<file path="src/rtl/datapath_sequencer.sv">
// Hardwired control sequencer: fetch (T0-T2) and three-register execute (T3-T5).
// Optional MUL/DIV writeback to HI/LO is enabled by defining DATAPATH_SEQUENCER_MULDIV_EN.
module datapath_sequencer (
  input  logic        clk,
  input  logic        clr,
  input  logic        start,
  input  logic        mem_ready,
  input  logic [31:0] ir,
  output logic [15:0] rin,
  output logic [15:0] rout,
  output logic        pcout,
  output logic        mdrout,
  output logic        zlowout,
  output logic        pc_in,
  output logic        ir_in,
  output logic        y_in,
  output logic        zhi_in,
  output logic        zlo_in,
  output logic        hi_in,
  output logic        lo_in,
  output logic        MDRin,
  output logic        mar_in,
  output logic        Read,
  output logic [4:0]  opcode,
  output logic        busy,
  output logic        done,
  output logic [15:0] instr_count,
  output logic        illegal
);

  localparam int unsigned NUM_REGS = 16;
  localparam int unsigned OP_W     = 5;
  localparam int unsigned SEL_W    = 4;
  localparam int unsigned CNT_W    = 16;

  localparam logic [OP_W-1:0] OP_INC = 5'b11110;
  localparam logic [OP_W-1:0] OP_MUL = 5'b01111;
  localparam logic [OP_W-1:0] OP_DIV = 5'b10000;

`ifdef DATAPATH_SEQUENCER_MULDIV_EN
  localparam bit MULDIV_EN = 1'b1;
`else
  localparam bit MULDIV_EN = 1'b0;
`endif

  typedef enum logic [2:0] {
    S_IDLE, S_T0, S_T1, S_T2, S_T3, S_T4, S_T5
  } state_t;

  state_t state, state_nxt;
  logic [CNT_W-1:0] count_q;

  logic [OP_W-1:0]  op_f;
  logic [SEL_W-1:0] ra, rb, rc;
  logic             muldiv;
  logic             trap;
  logic             unused_ir;

  assign op_f      = ir[31:27];
  assign ra        = ir[26:23];
  assign rb        = ir[22:19];
  assign rc        = ir[18:15];
  assign muldiv    = (op_f == OP_MUL) || (op_f == OP_DIV);
  assign trap      = muldiv && !MULDIV_EN;
  assign unused_ir = ^ir[14:0];

  // Outputs are pure decodes of state, so the async clear zeroes them at once.
  always_ff @(posedge clk or posedge clr) begin
    if (clr) state <= S_IDLE;
    else     state <= state_nxt;
  end

  always_comb begin
    state_nxt = state;
    case (state)
      S_IDLE: if (start) state_nxt = S_T0;
      S_T0:   state_nxt = S_T1;
      S_T1:   if (mem_ready) state_nxt = S_T2;
      S_T2:   state_nxt = S_T3;
      S_T3:   state_nxt = S_T4;
      S_T4:   state_nxt = S_T5;
      S_T5: begin
        if (trap)       state_nxt = S_IDLE;
        else if (start) state_nxt = S_T0;
        else            state_nxt = S_IDLE;
      end
      default: state_nxt = S_IDLE;
    endcase
  end

  always_comb begin
    rin     = '0;
    rout    = '0;
    pcout   = 1'b0;
    mdrout  = 1'b0;
    zlowout = 1'b0;
    pc_in   = 1'b0;
    ir_in   = 1'b0;
    y_in    = 1'b0;
    zhi_in  = 1'b0;
    zlo_in  = 1'b0;
    hi_in   = 1'b0;
    lo_in   = 1'b0;
    MDRin   = 1'b0;
    mar_in  = 1'b0;
    Read    = 1'b0;
    opcode  = '0;
    done    = 1'b0;
    illegal = 1'b0;
    busy    = (state != S_IDLE);
    case (state)
      S_T0: begin
        pcout  = 1'b1;
        mar_in = 1'b1;
        zlo_in = 1'b1;
        opcode = OP_INC;
      end
      S_T1: begin
        Read    = 1'b1;
        MDRin   = mem_ready;
        zlowout = mem_ready;
        pc_in   = mem_ready;
      end
      S_T2: begin
        mdrout = 1'b1;
        ir_in  = 1'b1;
      end
      S_T3: begin
        rout = NUM_REGS'(1'b1) << rb;
        y_in = 1'b1;
      end
      S_T4: begin
        rout   = NUM_REGS'(1'b1) << rc;
        opcode = op_f;
        zlo_in = 1'b1;
        zhi_in = 1'b1;
      end
      S_T5: begin
        if (trap) begin
          illegal = 1'b1;
        end else if (muldiv) begin
          hi_in = 1'b1;
          lo_in = 1'b1;
          done  = 1'b1;
        end else begin
          zlowout = 1'b1;
          rin     = NUM_REGS'(1'b1) << ra;
          done    = 1'b1;
        end
      end
      default: ;
    endcase
  end

  // Retired-instruction counter; wraps naturally at 2^16.
  always_ff @(posedge clk or posedge clr) begin
    if (clr)       count_q <= '0;
    else if (done) count_q <= count_q + CNT_W'(1);
  end

  assign instr_count = count_q;

endmodule

</file>
<file path="config.mk">
export PLATFORM = sky130hd
export DESIGN_NAME = datapath_sequencer
export DESIGN_NICKNAME = d
export VERILOG_FILES = /design/src/rtl/datapath_sequencer.sv
export SDC_FILE = /design/constraint.sdc
export NUM_CORES = 1
export LEC_CHECK = 0
export ABC_AREA = 1
export CORE_ASPECT_RATIO = 1.2
export CORE_MARGIN = 10
export CORE_UTILIZATION = 33
export CTS_CLUSTER_DIAMETER = 200
export CTS_CLUSTER_SIZE = 24
export DETAILED_ROUTE_END_ITERATION = 7
export PLACE_DENSITY = 0.85
export RECOVER_POWER = 100
export REMOVE_ABC_BUFFERS = 1
export SYNTH_ARGS = -nofsm -noshare
export SYNTH_HDL_FRONTEND = slang
export SYNTH_SLANG_ARGS = --single-unit
</file>
<file path="constraint.sdc">
create_clock -name clk -period 1.5 [get_ports clk]
set_input_delay 0.225 -clock clk [delete_from_list [all_inputs] [get_ports clk]]
set_output_delay 0.225 -clock clk [all_outputs]
set_load 0.02 [all_outputs]
</file>
==> impl_metrics.py, run 1 <==
metrics = {
    "placed_design": {
        "dpl-instance-area_um2": 2720,
        "place_inst": 436,
        "gp_congestion": 0.806,
        "io_buffers": 87,
        "hpwl_um": 4810,
    },
    "hold_path": {
        "min-delay-start": "instr_count[15]$_DFFE_PP0P_",
        "hold_path_class": "reg -> reg",
        "holdPathStages": 2,
        "min_to": "instr_count[15]$_DFFE_PP0P_",
    },
    "floorplan": {
        "rows": 27,
        "initial_core_util_pct": 34.5,
        "dieArea_um2": 8090,
        "io_pins": 105,
        "coreArea_um2": 4660,
        "die_x_um": 83.8,
        "die_h_um": 96.5,
    },
    "clock_network": {
        "hold_buffers": 0,
        "max-clock-path-buffers": 2,
        "numClockSinks": 19,
        "cts_root_buf": "clkbuf_8",
        "cts-htree-levels": 1,
        "path_clk_slew_ps": 70,
        "clk_latency_ps": 260,
        "cts_made_buffers": 3,
        "cts_tree": "done",
    },
    "synthesis": {
        "yosys.cell_count.top_type": "nand2_1",
        "synth_flop_cell": "dfrtp_1",
        "synth_cells": 268,
        "yosysTopAreaCell": "dfrtp_1",
        "ys_seq_elements": 19,
        "synth_top_area_share_pct": 29.5,
        "synth_area_um2": 1610,
        "synth_async_sr_flop_share_pct": 100,
        "synth_seq_area_share_pct": 29.5,
        "syn_avg_cell_area_um2": 6.01,
        "yosysWarnings": 0,
        "synth.area.top_cells": "dfrtp_1 30%, nand2_1 20%, nor2_1 14%, inv_1 6.8%, nand3_1 4.4%",
        "synth.distinct_cells": 26,
        "synth_top_cells_by_count": "87 x nand2_1, 60 x nor2_1, 29 x inv_1",
        "synth_enable_flop_cells": 0,
    },
    "sta": {
        "min_period_ps": 2000,
        "fin_tns_setup_ps": -15840,
        "rsz0062_at_grt": "true",
        "slew_viol_final": 0,
        "clock_skew_ps": 1.61,
        "fin_ws_ps": -503,
        "finalSetupViolations": 50,
        "worst_pin_slew_ps": 1070,
        "max_freq_mhz": 499,
        "slew_headroom_pct": 28.5,
        "min_period_over_period_pct": 134,
        "finalHoldViolCount": 0,
    },
    "setup_path": {
        "worstPathRequired_ps": 1270,
        "cp_max_fo": 7,
        "worstPathArrival_ps": 1780,
        "rr_endpoint": "state[0]$_DFFE_PP0P_",
        "r2r_slack_ps": -20,
        "reg2reg_from": "state[0]$_DFFE_PP0P_",
        "path_class": "reg -> out",
        "worst_r2r_path_depth": 7,
        "startpoint_type": "flop",
        "endpoint_kind": "output pin",
    },
    "detailed_routing": {
        "via_count": 2206,
        "wl_per_cell_um": 15.2,
        "drtAntennaViolNets": 0,
        "drt-initial-drc-count": 120,
        "routed_via_density": 4.85,
        "drc": 0,
        "routed_wl_um": 6920,
        "firstDrtPassIters": 4,
    },
    "run_status": {
        "status": "finished, violations left",
        "violations": "negative setup slack",
    },
    "power_and_ir_drop": {
        "ir_drop_v": 0.000851,
        "power.density_nw_per_um2": 1200,
        "finalPower_mw": 3.79,
        "p_leak_nw": 1.51,
    },
    "cells_and_area": {
        "instances_no_fill": 455,
        "diodes": 0,
        "drive_above_1_share_pct": 40.8,
        "nNetsFinal": 435,
        "final_design_area_no_fill_um2": 3160,
        "area_delta_synth_final_pct": 96.1,
    },
    "grt": {
        "grt_pass1_vias": 2286,
        "grt_pass1_wl_um": 10200,
        "antenna_found_initial": 0,
        "grtUsageTotal_pct": 14.8,
        "grt_max_degree": 20,
        "gr-total-overflow": 0,
    },
    "run": {
        "maxCapViolations": 0,
    },
}
## kinds of logic after synthesis
family                     after synthesis  synth area share (%)
AOI/OAI and AO/OA                       21                  7.54
xor gates and xnor gates                 7                  3.81
adders and majority gates                1                 0.777
buffers and inverters                   41                  11.5
DFF                                     19                  29.5
other                                    1                 0.233
and+or+nand+nor                        178                  46.6
## state kept, by name, indices dropped and copies added, names as in the netlist
signal,flops
instr_count,16
state,3
## metrics by stage
stage	worst slack, ps	utilization [%]	hold WS (ps)
finish	-503	67.7	529
global route	-614	67.7	571
CTS	-397	64.3	289
detailed placement	-830	58.4	518
global placement	-741	58.4	505
floorplan	-294	-	176
## area by class of cell
type                            count  area (um2)
Clock buffer                        4        45.0
Fill cell                         386        1500
Inverter                           33         124
Multi-Input combinational cell    210        1220
Sequential cell                    19         480
Tap cell                           58        72.6
Timing Repair Buffer              131        1210
## how the worst max path moves through the flow
stage	start	to	slack [ps]	cells after the start
2_1_floorplan	state[2]$_DFFE_PP0P_	rin[0]	-290	6
6_report	state[0]$_DFFE_PP0P_	rout[15]	-500	9
5_1_grt	state[0]$_DFFE_PP0P_	rout[15]	-610	9
4_1_cts	state[0]$_DFFE_PP0P_	rout[10]	-400	10
3_5_place_dp	ir[31]	rin[10]	-830	8
3_3_place_gp	ir[28]	rin[7]	-740	8
## power by group
part	leakage [nW]	switching, mW	internal, mW	total (mW)
Combinational	1.24	1.46	1.24	2.70
Clock	0.0228	0.175	0.189	0.365
Sequential	0.249	0.112	0.615	0.727
## critical path: stages (launching register included)
cell and delay (ps):
dfrtp_2 410, inv_2 60, nor2_4 180, nand2_4 110, nand2_1 100, o21ai_2 90, nor2_2 160, nand2_1 100
nor2_1 130, buf_4 170
## per-layer routing
layer	wire (um)	up-vias	GRT usage, %	share of wire, %
met1	2480	1037	13.9	36
met4	158	0	6.01	2.3
met2	3760	71	28.6	54
met3	522	13	5.53	7.5
met5	0	-	0	0
li1	-	1085	-	-
## what timing repair did
action	4_1_cts	5_1_grt
setup endpoints to repair	68	67
pin swaps	7	8
gates cloned	1	0
setup buffers	10	5
gates resized for setup	341	53
## cell usage in the layout (no fill, tap or decap), types with 14 or more instances in the layout
cell type,n
inv_1,26
nor2_1,29
nor2_2,16
clkdlybuf4s50_1,19
nor2_4,16
dlygate4sd2_1,16
buf_6,38
nand2_1,78
nand3_1,14
buf_4,54
dfrtp_1,15
(Power assumes the default switching activity.)
==> run 2: changes to the inputs <==
--- a/config.mk
+++ b/config.mk
@@ -7,7 +7,6 @@
 export LEC_CHECK = 0
 export ABC_AREA = 1
 export CORE_ASPECT_RATIO = 1.2
-export CORE_MARGIN = 10
 export CORE_UTILIZATION = 33
 export CTS_CLUSTER_DIAMETER = 200
 export CTS_CLUSTER_SIZE = 24
==> constraint.sdc (replaced) <==
create_clock -name clk -period 1.6 [get_ports clk]
set_input_delay 0.24 -clock clk [delete_from_list [all_inputs] [get_ports clk]]
set_output_delay 0.24 -clock clk [all_outputs]
set_load 0.02 [all_outputs]
==> impl_metrics.py, run 2 (synthesis gave the netlist of run 1 again) <==
metrics = {
    "sta": {
        "min_period_over_period_pct": 127,
        "clock_skew_ps": 4.06,
        "finalSetupViolations": 55,
        "slew_viol_final": 0,
        "rsz0062_at_grt": "true",
        "min_period_ps": 2030,
        "slew_headroom_pct": 30.6,
        "worst_pin_slew_ps": 1040,
        "finalHoldViolCount": 0,
        "fin_ws_ps": -432,
        "max_freq_mhz": 492,
    },
    "placed_design": {
        "post-place-ws_ps": -699,
        "dpl-instance-area_um2": 2720,
        "place_inst": 436,
        "gp_congestion": 0.791,
        "io_buffers": 87,
        "hpwl_um": 4250,
    },
    "detailed_routing": {
        "routed_wl_um": 6080,
        "routed_via_density": 4.92,
        "wl_per_cell_um": 13.6,
        "drc": 0,
        "drt-initial-drc-count": 106,
        "firstDrtPassIters": 4,
        "via_count": 2196,
        "drtAntennaViolNets": 0,
    },
    "cells_and_area": {
        "nNetsFinal": 426,
        "drive_above_1_share_pct": 40.5,
        "fin_util_pct": 65.6,
        "instances_no_fill": 446,
        "layout_common_cells": "68 x nand2_1, 54 x buf_4, 36 x nor2_1, 26 x inv_1, 25 x clkdlybuf4s50_1",
        "diodes": 0,
        "final_design_area_no_fill_um2": 3030,
        "layout_commonest_cell": "nand2_1",
        "area_delta_synth_final_pct": 88.4,
        "largest_reg_flops": 16,
    },
    "clock_network": {
        "clk_latency_ps": 270,
        "cts-htree-levels": 1,
        "cts_made_buffers": 3,
        "cts_tree": "done",
        "max-clock-path-buffers": 2,
        "hold_buffers": 0,
        "numClockSinks": 19,
        "cts_root_buf": "clkbuf_8",
        "path_clk_slew_ps": 80,
    },
    "setup_path": {
        "cp_max_fo": 7,
        "rr_endpoint": "instr_count[6]$_DFFE_PP0P_",
        "endpoint_kind": "output pin",
        "worstPathArrival_ps": 1790,
        "reg2reg_from": "state[1]$_DFFE_PP0P_",
        "path_class": "reg -> out",
        "startpoint_type": "flop",
        "worst_r2r_path_depth": 9,
        "worstPathRequired_ps": 1360,
        "r2r_slack_ps": -80,
    },
    "power_and_ir_drop": {
        "clock_power_share_pct": 10.6,
        "swShare_pct": 48.3,
        "p_leak_nw": 1.51,
        "ir_drop_v": 0.000878,
        "finalPower_mw": 3.39,
        "netSwitchingPower_mw": 1.64,
        "p_int_mw": 1.75,
        "power.density_nw_per_um2": 1120,
        "pwr-share-seq_pct": 20.0,
        "combPwrFrac_pct": 69.4,
    },
    "floorplan": {
        "io_pins": 105,
        "die_x_um": 65.8,
        "die_h_um": 78.5,
        "coreArea_um2": 4630,
        "dieArea_um2": 5160,
        "rows": 27,
        "initial_core_util_pct": 34.8,
    },
    "grt": {
        "gr-total-overflow": 0,
        "grt_pass1_wl_um": 9020,
        "antenna_found_initial": 0,
        "grtUsageTotal_pct": 22.2,
        "grt_pass1_vias": 2082,
        "grt_max_degree": 25,
    },
    "hold_path": {
        "holdPathStages": 2,
        "min_to": "instr_count[15]$_DFFE_PP0P_",
        "min-delay-start": "instr_count[15]$_DFFE_PP0P_",
        "hold_path_class": "reg -> reg",
    },
    "run_status": {
        "status": "finished, violations left",
        "violations": "negative setup slack",
    },
    "run": {
        "maxCapViolations": 0,
    },
}
[run 2: changes by cell type in the layout (fill, tap and decap cells not counted), sizes merged]
cell / change
clkbuf: +1
clkdlybuf4s50: +6
buf: -10
clkinv: +1
dlymetal6s2s: +3
dlygate4sd2: -12
clkdlybuf4s15: +1
dlygate4sd3: +1
[run 2: worst max-delay path by stage]
stage,start,endpoint
finish,state[1]$_DFFE_PP0P_,rout[14]
global route,state[0]$_DFFE_PP0P_,rout[14]
CTS,state[0]$_DFFE_PP0P_,rout[1]
detailed placement,ir[28],rin[7]
global placement,ir[31],rin[6]
floorplan,state[2]$_DFFE_PP0P_,rin[0]
[run 2: per-layer routing]
| layer | up-vias | routed length, um | global-route usage, % |
|---|---|---|---|
| met1 | 1038 | 2120 | 21.8 |
| met3 | 13 | 413 | 4.22 |
| met4 | 0 | 157 | 8.91 |
| met5 | - | 0 | 0 |
| li1 | 1065 | - | - |
| met2 | 80 | 3380 | 43.7 |
[run 2: repair_timing]
action / in CTS / in global routing
setup endpoints to repair: 64 / 72
cloned: 1 / 0
buffers inserted: 2 / 5
pin swaps: 11 / 26
gates resized for setup: 287 / 82
[run 2: layout make-up]
class	instances	area (um2)
fill	391	1590
multi-input combinational	210	1240
timing repair buffer	122	1060
sequential	19	478
inverter	33	131
tap	58	72.6
clock buffer	3	41.3
clock inverter	1	5.00
[run 2: power by group through the flow]
stage	logic (mW)	registers (mW)	clock network [mW]
floorplan	0.838	0.747	0
global placement	1.90	0.674	0
detailed placement	1.96	0.675	0
CTS	1.99	0.680	0.357
global route	2.50	0.689	0.371
finish	2.35	0.679	0.358
[run 2: critical path, stage by stage (launching register included)]
cell,delay (ps)
dfrtp_2,440
nor2_4,200
nand2_4,130
buf_6,140
o21ai_4,210
nor2_4,80
nand2_2,100
nor2_1,60
buf_4,160
[run 2: per-stage QoR]
step                TNS [ps]  hold slack, ps
CTS                   -10070             312
finish                -13020             550
global route          -16420             572
floorplan              -5980             191
detailed placement    -25150             531
global placement      -23050             506
==> run 3: changes to the inputs <==
--- a/config.mk
+++ b/config.mk
@@ -6,11 +6,13 @@
 export NUM_CORES = 1
 export LEC_CHECK = 0
 export ABC_AREA = 1
+export CAP_MARGIN = 20
 export CORE_ASPECT_RATIO = 1.2
 export CORE_UTILIZATION = 33
 export CTS_CLUSTER_DIAMETER = 200
 export CTS_CLUSTER_SIZE = 24
 export DETAILED_ROUTE_END_ITERATION = 7
+export MAX_ROUTING_LAYER = met4
 export PLACE_DENSITY = 0.85
 export RECOVER_POWER = 100
 export REMOVE_ABC_BUFFERS = 1
==> impl_metrics.py, run 3 (synthesis gave the netlist of run 1 again) <==
metrics = {
    "grt": {
        "gr-total-overflow": 0,
        "grt_max_degree": 25,
        "grt_pass1_vias": 2100,
        "grt_pass1_wl_um": 8980,
        "antenna_found_initial": 0,
        "grtUsageTotal_pct": 22.8,
    },
    "detailed_routing": {
        "routed_via_density": 4.97,
        "drtAntennaViolNets": 0,
        "drt-initial-drc-count": 138,
        "wl_per_cell_um": 13.6,
        "firstDrtPassIters": 4,
        "drc": 0,
        "via_count": 2218,
        "routed_wl_um": 6060,
    },
    "placed_design": {
        "hpwl_um": 4250,
        "io_buffers": 87,
        "place_inst": 436,
        "gp_congestion": 0.803,
    },
    "hold_path": {
        "hold_path_class": "reg -> reg",
        "holdPathStages": 2,
        "min-delay-start": "instr_count[15]$_DFFE_PP0P_",
        "min_to": "instr_count[15]$_DFFE_PP0P_",
    },
    "cells_and_area": {
        "drive_above_1_share_pct": 40.5,
        "diodes": 0,
        "fill_cells": 391,
        "multi_input_area_um2": 1240,
        "instances_no_fill": 446,
        "fin_util_pct": 65.6,
        "nNetsFinal": 426,
        "layout_commonest_cell": "nand2_1",
        "largest_reg_flops": 16,
        "area_delta_synth_final_pct": 88.4,
        "layout_common_cells": "68 x nand2_1, 54 x buf_4, 36 x nor2_1, 26 x inv_1, 25 x clkdlybuf4s50_1",
        "seqCellArea_um2": 478,
    },
    "clock_network": {
        "numClockSinks": 19,
        "cts_made_buffers": 3,
        "max-clock-path-buffers": 2,
        "cts_root_buf": "clkbuf_8",
        "path_clk_slew_ps": 70,
        "clk_latency_ps": 270,
        "cts_tree": "done",
        "cts-htree-levels": 1,
    },
    "setup_path": {
        "worstPathRequired_ps": 1360,
        "path_class": "reg -> out",
        "endpoint_kind": "output pin",
        "rr_endpoint": "instr_count[6]$_DFFE_PP0P_",
        "startpoint_type": "flop",
        "reg2reg_from": "state[1]$_DFFE_PP0P_",
        "cp_max_fo": 7,
        "cp-startpoint": "state[1]$_DFFE_PP0P_",
        "r2r_slack_ps": -80,
        "worstPathArrival_ps": 1790,
        "worst_r2r_path_depth": 9,
    },
    "power_and_ir_drop": {
        "ir_drop_v": 0.000880,
        "finalPower_mw": 3.38,
        "p_leak_nw": 1.51,
        "power.density_nw_per_um2": 1110,
    },
    "sta": {
        "worst_pin_slew_ps": 1040,
        "max_freq_mhz": 493,
        "fin_ws_ps": -428,
        "finalHoldViolCount": 0,
        "min_period_over_period_pct": 127,
        "clock_skew_ps": 2.86,
        "rsz0062_at_grt": "true",
        "slew_headroom_pct": 30.9,
        "fin_tns_setup_ps": -12800,
        "finalSetupViolations": 54,
        "slew_viol_final": 0,
        "min_period_ps": 2030,
    },
    "run_status": {
        "violations": "negative setup slack",
        "status": "finished, violations left",
    },
    "floorplan": {
        "die_x_um": 65.8,
        "rows": 27,
        "io_pins": 105,
        "dieArea_um2": 5160,
        "initial_core_util_pct": 34.8,
        "die_h_um": 78.5,
        "coreArea_um2": 4630,
    },
    "run": {
        "maxCapViolations": 0,
    },
}
[run 3: cell type report]
cell class / count / share of cell area [%]
clock inverters: 1 / 0.165
inverters: 33 / 4.33
well taps: 58 / 2.39
multi-input cells: 210 / 40.9
repair buffers: 122 / 35.1
clock buffers: 3 / 1.36
flip-flops and latches: 19 / 15.8
[run 3: how the worst max path moves through the flow]
stage / endpoint / slack, ps / cells after the start
finish: rout[14] / -430 / 8
global route: rout[14] / -460 / 9
CTS: rout[1] / -300 / 10
detailed placement: rin[7] / -700 / 8
global placement: rin[6] / -640 / 8
floorplan: rin[0] / -210 / 6
[run 3: repair_timing]
action | in CTS | in global routing
setup buffers | 2 | 5
hold buffers | 0 | 0
setup endpoints to repair | 64 | 72
pin swaps | 11 | 26
gates cloned | 1 | 0
resized for setup | 287 | 82
[run 3: stage by stage]
| stage | area (um2) | worst slack, ps | hold slack (ps) |
|---|---|---|---|
| finish | 3030 | -428 | 550 |
| global route | 3030 | -463 | 572 |
| CTS | 2760 | -302 | 312 |
| detailed placement | 2720 | -699 | 531 |
| global placement | 2720 | -643 | 506 |
| floorplan | 1550 | -209 | 191 |
[run 3: critical path, cell delays in order, from the launching register on]
cell	delay [ps]
dfrtp_2	440
nor2_4	200
nand2_4	130
buf_6	140
o21ai_4	210
nor2_4	80
nand2_2	100
nor2_1	60
buf_4	160
[run 3: power breakdown]
| part | internal (mW) | switching, mW | total [mW] |
|---|---|---|---|
| Sequential | 0.573 | 0.106 | 0.680 |
| Combinational | 1.00 | 1.35 | 2.35 |
| Clock | 0.174 | 0.178 | 0.352 |
[run 3: per-layer routing]
layer	track usage, %	vias to the layer above	share of wire (%)
li1	-	1067	-
met1	22.3	1057	36
met2	43.4	80	56
met3	2.76	14	5.0
met4	9.78	0	2.6
met5	-	-	0
